## src/rtl/bitbang_port.sv

```systemverilog
// Bit-banged configuration port: synchronised serial data/control shift registers,
// keyed command decode into per-channel data registers, and a serial readback path.
module bitbang_port #(
  parameter int unsigned           DATA_WIDTH  = 32,
  parameter int unsigned           CTRL_WIDTH  = 16,
  parameter logic [CTRL_WIDTH-5:0] KEY         = 12'hFAB,
  parameter int unsigned           NUM_CH      = 2,
  parameter int unsigned           SYNC_STAGES = 3
) (
  input  logic                         clk,
  input  logic                         reset,
  input  logic                         s_clk,
  input  logic                         s_data,
  output logic                         s_dout,
  output logic [NUM_CH*DATA_WIDTH-1:0] data,
  output logic [NUM_CH-1:0]            strobe,
  output logic                         active,
  output logic                         cmd_err
);

  localparam logic [3:0] OP_OFF  = 4'h0;
  localparam logic [3:0] OP_READ = 4'hE;
  localparam logic [3:0] OP_CLR  = 4'hF;

  logic [SYNC_STAGES-1:0]       r_sclk_sync;
  logic [SYNC_STAGES-1:0]       r_sdat_sync;
  logic                         r_sclk_hist;
  logic [DATA_WIDTH-1:0]        r_serial_data;
  logic [CTRL_WIDTH-1:0]        r_serial_ctrl;
  logic                         r_cmd_pending;
  logic [DATA_WIDTH-1:0]        r_readback;
  logic [NUM_CH*DATA_WIDTH-1:0] r_data;
  logic [NUM_CH-1:0]            r_strobe;
  logic                         r_active;
  logic                         r_cmd_err;

  logic                  w_sclk;
  logic                  w_sdat;
  logic                  w_rise;
  logic                  w_fall;
  logic [3:0]            w_op;
  logic                  w_cmd_fire;
  logic                  w_ch_hit;
  logic [NUM_CH-1:0]     w_ld_mask;
  logic                  w_rb_hit;
  logic [DATA_WIDTH-1:0] w_rb_sel;

  assign w_sclk     = r_sclk_sync[SYNC_STAGES-1];
  assign w_sdat     = r_sdat_sync[SYNC_STAGES-1];
  assign w_rise     = w_sclk & ~r_sclk_hist;
  assign w_fall     = ~w_sclk & r_sclk_hist;
  assign w_op       = r_serial_ctrl[3:0];
  // Only the cycle right after a control shift may act on the control word.
  assign w_cmd_fire = r_cmd_pending && (r_serial_ctrl[CTRL_WIDTH-1:4] == KEY);

  // Channel-load opcode decode and readback channel select.
  always_comb begin
    w_ch_hit  = 1'b0;
    w_ld_mask = '0;
    w_rb_hit  = 1'b0;
    w_rb_sel  = '0;
    for (int k = 0; k < NUM_CH; k++) begin
      if (w_op == 4'(k + 1)) begin
        w_ld_mask[k] = 1'b1;
        w_ch_hit     = 1'b1;
      end
      if (r_serial_data[3:0] == 4'(k)) begin
        w_rb_hit = 1'b1;
        w_rb_sel = r_data[k*DATA_WIDTH +: DATA_WIDTH];
      end
    end
  end

  always_ff @(posedge clk) begin
    if (reset) begin
      r_sclk_sync   <= '0;
      r_sdat_sync   <= '0;
      r_sclk_hist   <= 1'b0;
      r_serial_data <= '0;
      r_serial_ctrl <= '0;
      r_cmd_pending <= 1'b0;
      r_readback    <= '0;
      r_data        <= '0;
      r_strobe      <= '0;
      r_active      <= 1'b0;
      r_cmd_err     <= 1'b0;
    end else begin
      r_sclk_sync   <= {r_sclk_sync[SYNC_STAGES-2:0], s_clk};
      r_sdat_sync   <= {r_sdat_sync[SYNC_STAGES-2:0], s_data};
      r_sclk_hist   <= w_sclk;
      r_cmd_pending <= w_fall;
      r_strobe      <= '0;
      r_cmd_err     <= 1'b0;

      if (w_rise) begin
        r_serial_data <= {r_serial_data[DATA_WIDTH-2:0], w_sdat};
        r_readback    <= {r_readback[DATA_WIDTH-2:0], 1'b0};
      end
      if (w_fall) begin
        r_serial_ctrl <= {r_serial_ctrl[CTRL_WIDTH-2:0], w_sdat};
      end

      // A readback load below overrides the shift above.
      if (w_cmd_fire) begin
        if (w_op == OP_OFF) begin
          r_active <= 1'b0;
        end else if (w_ch_hit) begin
          for (int k = 0; k < NUM_CH; k++) begin
            if (w_ld_mask[k]) r_data[k*DATA_WIDTH +: DATA_WIDTH] <= r_serial_data;
          end
          r_active <= 1'b1;
          r_strobe <= w_ld_mask;
        end else if (w_op == OP_READ) begin
          r_readback <= w_rb_hit ? w_rb_sel : '0;
          r_cmd_err  <= ~w_rb_hit;
        end else if (w_op == OP_CLR) begin
          r_data <= '0;
        end else begin
          r_cmd_err <= 1'b1;
        end
      end
    end
  end

  assign s_dout  = r_readback[DATA_WIDTH-1];
  assign data    = r_data;
  assign strobe  = r_strobe;
  assign active  = r_active;
  assign cmd_err = r_cmd_err;

endmodule

```

## config.mk

```make
export PLATFORM = sky130hd
export DESIGN_NAME = bitbang_port
export DESIGN_NICKNAME = d
export VERILOG_FILES = /design/src/rtl/bitbang_port.sv
export SDC_FILE = /design/constraint.sdc
export NUM_CORES = 1
export LEC_CHECK = 0
export BUFFER_PORTS_ARGS = -buffer_cell sky130_fd_sc_hd__buf_2
export CORE_MARGIN = 10
export CORE_UTILIZATION = 40
export DETAILED_ROUTE_END_ITERATION = 6
export GPL_TIMING_DRIVEN = 0
export SLEW_MARGIN = 20
export SYNTH_ARGS = -nofsm -noshare
export SYNTH_HDL_FRONTEND = slang
export SYNTH_SLANG_ARGS = --single-unit
```

## constraint.sdc

```tcl
create_clock -name clk -period 4.45 [get_ports clk]
set_input_delay 0.445 -clock clk [delete_from_list [all_inputs] [get_ports clk]]
set_output_delay 0.445 -clock clk [all_outputs]
set_load 0.05 [all_outputs]
```

# Word level (Yosys, flattened, before mapping)
# Cells that the tools add are included.
dict set report totals {
  elab_cells 61
  output_inout_bits 69
  ff_bits 156
}
dict set report op_classes {
  n_reduce_logical 10
  bitwise 8
  n_eq_ne 9
  n_mux 22
}
# operator count
set op_table {}
lappend op_table {{32-bit 2-to-1 mux} 10}
lappend op_table {{64-bit 2-to-1 mux} 3}
lappend op_table {{12-bit equality test, second input constant} 1}
lappend op_table {{5-bit AND reduction} 2}
lappend op_table {{1-bit 2-to-1 mux} 9}
lappend op_table {{4-bit by 1-bit equality test with 1-bit output, second input constant} 2}
lappend op_table {{4-bit equality test, second input constant} 2}
lappend op_table {{4-bit zero test} 2}
lappend op_table {{4-bit OR reduction} 2}
lappend op_table {{1-bit NOT} 6}
lappend op_table {{4-bit by 2-bit equality test with 1-bit output, second input constant} 1}
lappend op_table {{2-bit by 1-bit != test with 1-bit output, second input constant} 2}
lappend op_table {{2-bit nonzero test} 2}
lappend op_table {{1-bit bitwise AND} 2}
lappend op_table {{2-bit != test, second input constant} 1}
lappend op_table {{2-bit AND reduction} 1}
lappend op_table {{1-bit logical AND} 1}

# Longest topological paths before layout
# Gate-level depths: netlist (run 1).
dict set report logic_depth {
  depth_word 8
  depth_mapped 7
  mapped_depth_nobuf 4
}

# Worst setup path before layout (run 1)
# OpenSTA, ideal clock, no wires.
dict set report synth_timing {
  path_kind {reg2reg}
  start {register r_serial_ctrl[6]}
  end {register r_readback[1]}
  arrival_ns 1.814
  setup_slack_ns 2.515
  path_stages_with_launch 6
  synth_period_minus_slack_ns 1.935
  n_path_buf 1
  t_required_ns 4.329
  path_cell_list {dfxtp_1 > nand4b_1 > or4_4 > nor3_4 > buf_6 > mux2_2}
}
dict set report synth_via {
  elab_chain_len 3
}
# item line
set synth_rtl {}
lappend synth_rtl {{from (decl)} 29} ;# logic [CTRL_WIDTH-1:0] r_serial_ctrl;
lappend synth_rtl {{from (signal assigned)} 100} ;# r_serial_ctrl <= {r_serial_ctrl[CTRL_WIDTH-2:0], w_sdat};
lappend synth_rtl {{12-bit equality test} 54} ;# assign w_cmd_fire = r_cmd_pending && (r_serial_ctrl[CTRL_WIDTH-1:4] == KEY);
lappend synth_rtl {{1-bit logical AND} 54}
lappend synth_rtl {{32-bit 2-to-1 mux} 104} ;# if (w_cmd_fire) begin
lappend synth_rtl {{to (signal assigned)} 97} ;# r_readback <= {r_readback[DATA_WIDTH-2:0], 1'b0};
lappend synth_rtl {{to (signal assigned)} 114} ;# r_readback <= w_rb_hit ? w_rb_sel : '0;
lappend synth_rtl {{to (decl)} 31} ;# logic [DATA_WIDTH-1:0] r_readback;
# No other way between the ends.
# A chain may end at the register's enable or synchronous reset.

# Worst setup path in the final report (run 1)
dict set report layout_timing {
  start {register r_serial_data[0]}
  end {register r_readback[2]}
}
dict set report layout_via {
  elab_chain_len 8
}
# item line
set layout_rtl {}
lappend layout_rtl {{from (decl)} 28} ;# logic [DATA_WIDTH-1:0] r_serial_data;
lappend layout_rtl {{from (signal assigned)} 96} ;# r_serial_data <= {r_serial_data[DATA_WIDTH-2:0], w_sdat};
lappend layout_rtl {{4-bit zero test} 67} ;# if (r_serial_data[3:0] == 4'(k)) begin
lappend layout_rtl {{32-bit 2-to-1 mux / 1-bit 2-to-1 mux (equally long branches) (2 in a row)} 67}
lappend layout_rtl {{32-bit 2-to-1 mux (*)} 114}
lappend layout_rtl {{32-bit 2-to-1 mux (*)} 113} ;# end else if (w_op == OP_READ) begin
lappend layout_rtl {{32-bit 2-to-1 mux (*)} 107} ;# end else if (w_ch_hit) begin
lappend layout_rtl {{32-bit 2-to-1 mux (*)} 105} ;# if (w_op == OP_OFF) begin
lappend layout_rtl {{32-bit 2-to-1 mux (*)} 104}
# Mark *: on every way between the ends. The rest lies on a longest branch, timed or not.

==> flow_metrics.tcl, run 1 <==
set metrics [dict create \
    vdd_drop_max_mv 0.252 \
    multi_input_area_sq_mm 0.00321 \
    start_kind "flop" \
    core_area_sq_mm 0.0160 \
    crit_fanout 10 \
    vias 5147 \
    drt_wl_total_mm 16.1 \
    synthMostInstantiatedCell "nand2_1" \
    io_buffers 72 \
    num-nets-final 843 \
    synth-seq-area-share_pct 47.4 \
    cts_tree "built" \
    p_comb_share_pct 2.0 \
    hp-start "s_data" \
    syn_avg_cell_area_sq_um 8.81 \
    clock_skew_ns 0.00829 \
    holdPathEnd "r_sdat_sync[0]$_SDFF_PP0_" \
    rsz0062_at_grt "false" \
    grt_start_max_net_pins 17 \
    power_uw 3110 \
    required_ns 4.76 \
    max_freq_mhz 432 \
    ys.warnings.count 0 \
    start_util_pct 41.2 \
    postCtsHoldBufs 0 \
    drt-pass1-iter-count 5 \
    slowest_stage "buf_1" \
    crit_chain "clkbuf_1 > buf_1 > mux2i_1 > nor2_1 > mux2_2" \
    synth_edf_count 0 \
    area_delta_synth_final_pct 19.8 \
    status "complete, no violations" \
    period_needed_ns 2.32 \
    synthDominantCellAreaShare_pct 47.4 \
    ys_types 25 \
    endpoint_kind "flop" \
    track_usage_pct 15.0 \
    die_x_um 148 \
    synth_commonest_cells "nand2_1, dfxtp_1, mux2i_1" \
    setup-violations-final 0 \
    ff2ff_path_depth 5 \
    setup-tns-final_ns 0 \
    syn_nets 752 \
    hold_viol_final 0 \
    relSlewSlack_pct 42.4 \
    drtIter0Drc 229 \
    netlist_instances 748 \
    worstMarginPinSlew_ns 0.864 \
    critPathMaxStageDelay_ns 0.72 \
    die_y_um 148 \
    instances_no_fill 1068 \
    cts_buffers 17 \
    dp_hpwl_mm 11.4 \
    netlist_area_sq_mm 0.00659 \
    hold_path.class "in -> reg" \
    seq_area_sq_mm 0.00312 \
    r2r-start "r_serial_data[0]$_SDFFE_PP0P_" \
    drt_drc_violations_left 0 \
    clockPowerShare_pct 53.1 \
    synth.ff_latch_count 156 \
    grt_pass1_wl_mm 27.0 \
    hold_depth 2 \
    fin_crit_sh_pct 52.1 \
    diodes 0 \
    drv_cap 0 \
    criticalPathCategory "reg -> reg" \
    synth_top_cell_by_area "dfxtp_1" \
    io_pins 73 \
    swShare_pct 19.9 \
    cts_setup_buffers 0 \
    cts_resized 0 \
    synth.area.top_cells "dfxtp_1, mux2i_1, nand2_1" \
    switching_power_uw 618 \
    ys.flop_type "dfxtp_1" \
    clk_pin_slew_ns 0.06 \
    ant_nets 0 \
    fillers 1588 \
    htree_levels 4 \
    p_seq_share_pct 45.0 \
    cts.sink_count 156 \
    power.internal_uw 2490 \
    p_per_area_mw_per_mm2 394 \
    arrival_ns 2.63 \
    routabilityCongestion 0.791 \
    grt_antenna_before_repair 0 \
    first_global_vias 5202 \
    worstSkewPairLatency_ns 0.42 \
    synthArstFlopShare_pct 0 \
    avgRoutedWirePerCell_um 15.1 \
    dieArea_sq_mm 0.0220 \
    cts_buffer_depth 2 \
    rows 46 \
    power.leakage_uw 0.00278 \
    grt-ovfl-total 0 \
    slew_viol_final 0 \
    reg2reg_slack_ns 2.13 \
    drive_gt1_share_pct 17.5 \
    dp.cells 1036 \
    cts_root_buffer "clkbuf_16" \
    r2r_end "r_readback[2]$_SDFF_PP0_" \
    viasPerCell 4.82 \
]
-- sequential cells by signal, indices dropped and copies added (netlist names) --
signal	flops
active	1
r_sclk_sync	3
data	64
r_serial_ctrl	16
r_cmd_pending	1
r_serial_data	32
r_sdat_sync	3
r_sclk_hist	1
strobe	2
cmd_err	1
r_readback	32
-- placed cells by master, fill, tap and decap left out, drive strengths merged --
| cell type | synthesis | routed |
|---|---|---|
| xnor2 | 1 | 1 |
| nor3b | 3 | 3 |
| bufinv | 0 | 6 |
| or4 | 1 | 1 |
| nand2b | 68 | 68 |
| nor3 | 4 | 4 |
| nand2 | 190 | 190 |
| and3 | 2 | 2 |
| clkinvlp | 0 | 1 |
| a21oi | 81 | 81 |
| o21ai | 2 | 2 |
| mux2 | 32 | 32 |
| nor2b | 9 | 9 |
| mux2i | 96 | 96 |
| nand4b | 2 | 2 |
| or3 | 1 | 1 |
| clkbuf | 36 | 56 |
| or2 | 1 | 1 |
| nand3 | 3 | 3 |
| buf | 22 | 94 |
| clkinv | 0 | 5 |
| nor4 | 3 | 3 |
| nor2 | 35 | 35 |
| dfxtp | 156 | 156 |
-- area by class of cell --
class	count	area share (%)
plain buffers	58	3.19
clock buffers	20	5.79
clock inverters	12	2.74
multi-input cells	534	40.7
flip-flops and latches	156	39.6
well taps	216	3.42
repair buffers	72	4.57
-- kinds of logic (layout without fill, tap and decap cells) --
| group | count (synthesis) | after routing | synth area share, % |
|---|---|---|---|
| muxes | 128 | 128 | 20.1 |
| xor gates and xnor gates | 1 | 1 | 0.133 |
| AOI/OAI and AO/OA | 83 | 83 | 6.31 |
| and+or+nand+nor | 322 | 322 | 22.3 |
| DFF | 156 | 156 | 47.4 |
| buffers and inverters | 58 | 162 | 3.82 |
-- through the flow --
stage	hold WS, ns	area, sq um	setup WS (ns)	util [%]
after global routing	0.235	7890	1.87	49.3
final	0.228	7890	2.13	49.3
after CTS	0.219	7890	2.11	49.3
after global placement	0.417	7220	2.16	45.1
after detailed placement	0.444	7220	2.11	45.1
after floorplan	0.414	6590	2.52	-
-- critical path, delay by kind of cell, from the launching register on --
kind | cells | cell delay [ns]
buffers and inverters | 2 | 1.24
AND/OR/NAND/NOR | 1 | 0.07
flip-flops | 1 | 0.30
multiplexers | 2 | 0.59
-- worst max-delay path by stage --
stage	start	end	slack (ns)	cells past startpoint
2_1_floorplan	r_serial_ctrl[6]$_SDFFE_PP0P_	r_readback[1]$_SDFF_PP0_	2.52	5
3_3_place_gp	r_serial_data[0]$_SDFFE_PP0P_	r_readback[2]$_SDFF_PP0_	2.16	5
3_5_place_dp	r_serial_data[0]$_SDFFE_PP0P_	r_readback[4]$_SDFF_PP0_	2.11	5
4_1_cts	r_serial_data[0]$_SDFFE_PP0P_	r_readback[4]$_SDFF_PP0_	2.11	5
5_1_grt	r_serial_ctrl[1]$_SDFFE_PP0P_	data[57]$_SDFFE_PP0P_	1.87	6
6_report	r_serial_data[0]$_SDFFE_PP0P_	r_readback[2]$_SDFF_PP0_	2.13	5
-- metal layers --
layer,track usage [%],part of all wire (%)
met5,0,0
met4,4.01,0.95
met3,4.31,5.2
met2,23.9,46
met1,19.4,48
-- power by group through the flow --
stage | clock (uW) | sequential (uW) | combinational (uW)
finish | 1650 | 1400 | 61.3
global route | 1740 | 1400 | 67.4
CTS | 1670 | 1400 | 62.2
detailed placement | 0 | 1430 | 61.7
global placement | 0 | 1430 | 61.8
floorplan | 0 | 1430 | 39.6
Power figures use the tool's default switching activity.
==> inputs of run 2 (changes only) <==
- clock period: 4.45 -> 2.05 ns (I/O delays scaled with it)
==> run 2 against run 1 <==
Against the previous run: non-clock buffer count is 3 higher; register-to-register slack got worse by 2.1 ns; utilization rose by 0.71 points; largest cell class unchanged.
==> flow_metrics.tcl, run 2 (same netlist as run 1, synthesis figures left out) <==
set metrics [dict create \
    htree_levels 4 \
    drtIter0Drc 255 \
    multi_input_area_sq_mm 0.00325 \
    hold_viol_final 0 \
    power.leakage_uw 0.00287 \
    start_util_pct 41.2 \
    relSlewSlack_pct 59.8 \
    avgRoutedWirePerCell_um 15.0 \
    dp.cells 1036 \
    clk_pin_slew_ns 0.06 \
    routabilityCongestion 0.791 \
    fin_crit_sh_pct 96.6 \
    cts_tree "built" \
    arrival_ns 2.29 \
    criticalPathCategory "reg -> reg" \
    timing.hold.ws_ns 0.242 \
    setup-tns-final_ns 0 \
    num-nets-final 846 \
    core_area_sq_mm 0.0160 \
    r2r_end "r_readback[17]$_SDFF_PP0_" \
    slew_viol_final 0 \
    grt_antenna_before_repair 0 \
    io_pins 73 \
    grt_pass1_wl_mm 27.0 \
    reg2reg_slack_ns 0.07 \
    fillers 1577 \
    setup-violations-final 0 \
    hold_path.class "in -> reg" \
    final_common_cell "nand2_1" \
    dp_hpwl_mm 11.4 \
    io_buffers 72 \
    period_needed_ns 1.98 \
    holdPathEnd "data[32]$_SDFFE_PP0P_" \
    largest_reg_flops 64 \
    track_usage_pct 15.0 \
    p_per_area_mw_per_mm2 843 \
    ff2ff_path_depth 6 \
    worstSkewPairLatency_ns 0.42 \
    final_cell_mix "nand2_1, dfxtp_1, mux2i_1, a21oi_1, buf_2" \
    die_x_um 148 \
    cts_buffer_depth 2 \
    drv_cap 0 \
    seq_area_sq_mm 0.00312 \
    cts.sink_count 156 \
    area_delta_synth_final_pct 21.5 \
    dieArea_sq_mm 0.0220 \
    drt_wl_total_mm 16.1 \
    crit_fanout 10 \
    worstMarginPinSlew_ns 0.603 \
    drt-pass1-iter-count 6 \
    required_ns 2.36 \
    r2r-start "r_serial_ctrl[10]$_SDFFE_PP0P_" \
    drive_gt1_share_pct 20.0 \
    die_y_um 148 \
    clock_skew_ns 0.00938 \
    rows 46 \
    hp-start "reset" \
    cts_root_buffer "clkbuf_16" \
    drt_drc_violations_left 0 \
    first_global_vias 5213 \
    viasPerCell 4.84 \
    final_cell_area_sq_mm 0.00801 \
    vdd_drop_max_mv 0.538 \
    cts_buffers 17 \
    rsz0062_at_grt "true" \
    max_freq_mhz 505 \
    endpoint_kind "flop" \
    grt_start_max_net_pins 17 \
    ant_nets 0 \
    grt-ovfl-total 0 \
    vias 5184 \
    diodes 0 \
    hold_depth 4 \
    start_kind "flop" \
    post_dp_cell_area_sq_mm 0.00722 \
    status "complete, no violations" \
    instances_no_fill 1071 \
]
## run 2: critical path: stages (launching register included)
cell and delay (ns):
dfxtp_1 0.32, nand4b_1 0.21, or4_4 0.53, nor3_4 0.16, buf_12 0.14, buf_6 0.14
mux2_2 0.34
## run 2: how the worst max path moves through the flow
stage,startpoint,to,slack [ns],cells past startpoint
final,r_serial_ctrl[10]$_SDFFE_PP0P_,r_readback[17]$_SDFF_PP0_,0.07,6
after global routing,r_serial_ctrl[10]$_SDFFE_PP0P_,data[49]$_SDFFE_PP0P_,-0.06,7
after CTS,r_serial_data[0]$_SDFFE_PP0P_,r_readback[4]$_SDFF_PP0_,0.008,5
after global placement,r_serial_data[0]$_SDFFE_PP0P_,r_readback[2]$_SDFF_PP0_,-0.24,5
after detailed placement,r_serial_data[0]$_SDFFE_PP0P_,r_readback[4]$_SDFF_PP0_,-0.29,5
after floorplan,r_serial_ctrl[6]$_SDFFE_PP0P_,r_readback[1]$_SDFF_PP0_,0.12,5
## run 2: layer usage
layer | share of wire (%) | global-route usage (%) | wire (um) | vias to the layer above
met1 | 48 | 19.4 | 7690 | 2420
li1 | - | - | - | 2650
met3 | 5.1 | 4.28 | 824 | 13
met4 | 1.1 | 4.01 | 169 | 0
met2 | 46 | 23.9 | 7360 | 101
met5 | 0 | 0 | 0 | -
## run 2: final cells by class
type	instances	share of cell area [%]
multi-input combinational	534	40.5
sequential	156	39.0
clock buffer	20	5.70
timing repair buffer	77	5.19
buffer	56	3.47
tap	216	3.38
clock inverter	12	2.70
## run 2: stage by stage
step	power, uW	utilization (%)	setup WS (ns)
after floorplan	3190	-	0.115
after global placement	3240	45.1	-0.241
after detailed placement	3240	45.1	-0.290
after CTS	6810	49.7	0.00812
after global routing	6950	50.0	-0.0615
final	6750	50.0	0.0703
## run 2: power by group
| part | internal, uW | switching, uW | total [uW] |
|---|---|---|---|
| clock network | 2340 | 1230 | 3570 |
| logic | 39.9 | 96.9 | 137 |
| registers | 3040 | 2.20 | 3040 |
| total | 5420 | 1330 | 6750 |
## run 2: timing repair
action	in CTS	in global routing
pin swaps	2	0
setup buffers	1	2
hold buffers	2	0
setup endpoints to repair	120	120
hold endpoints to repair	2	0
gates resized for setup	8	26
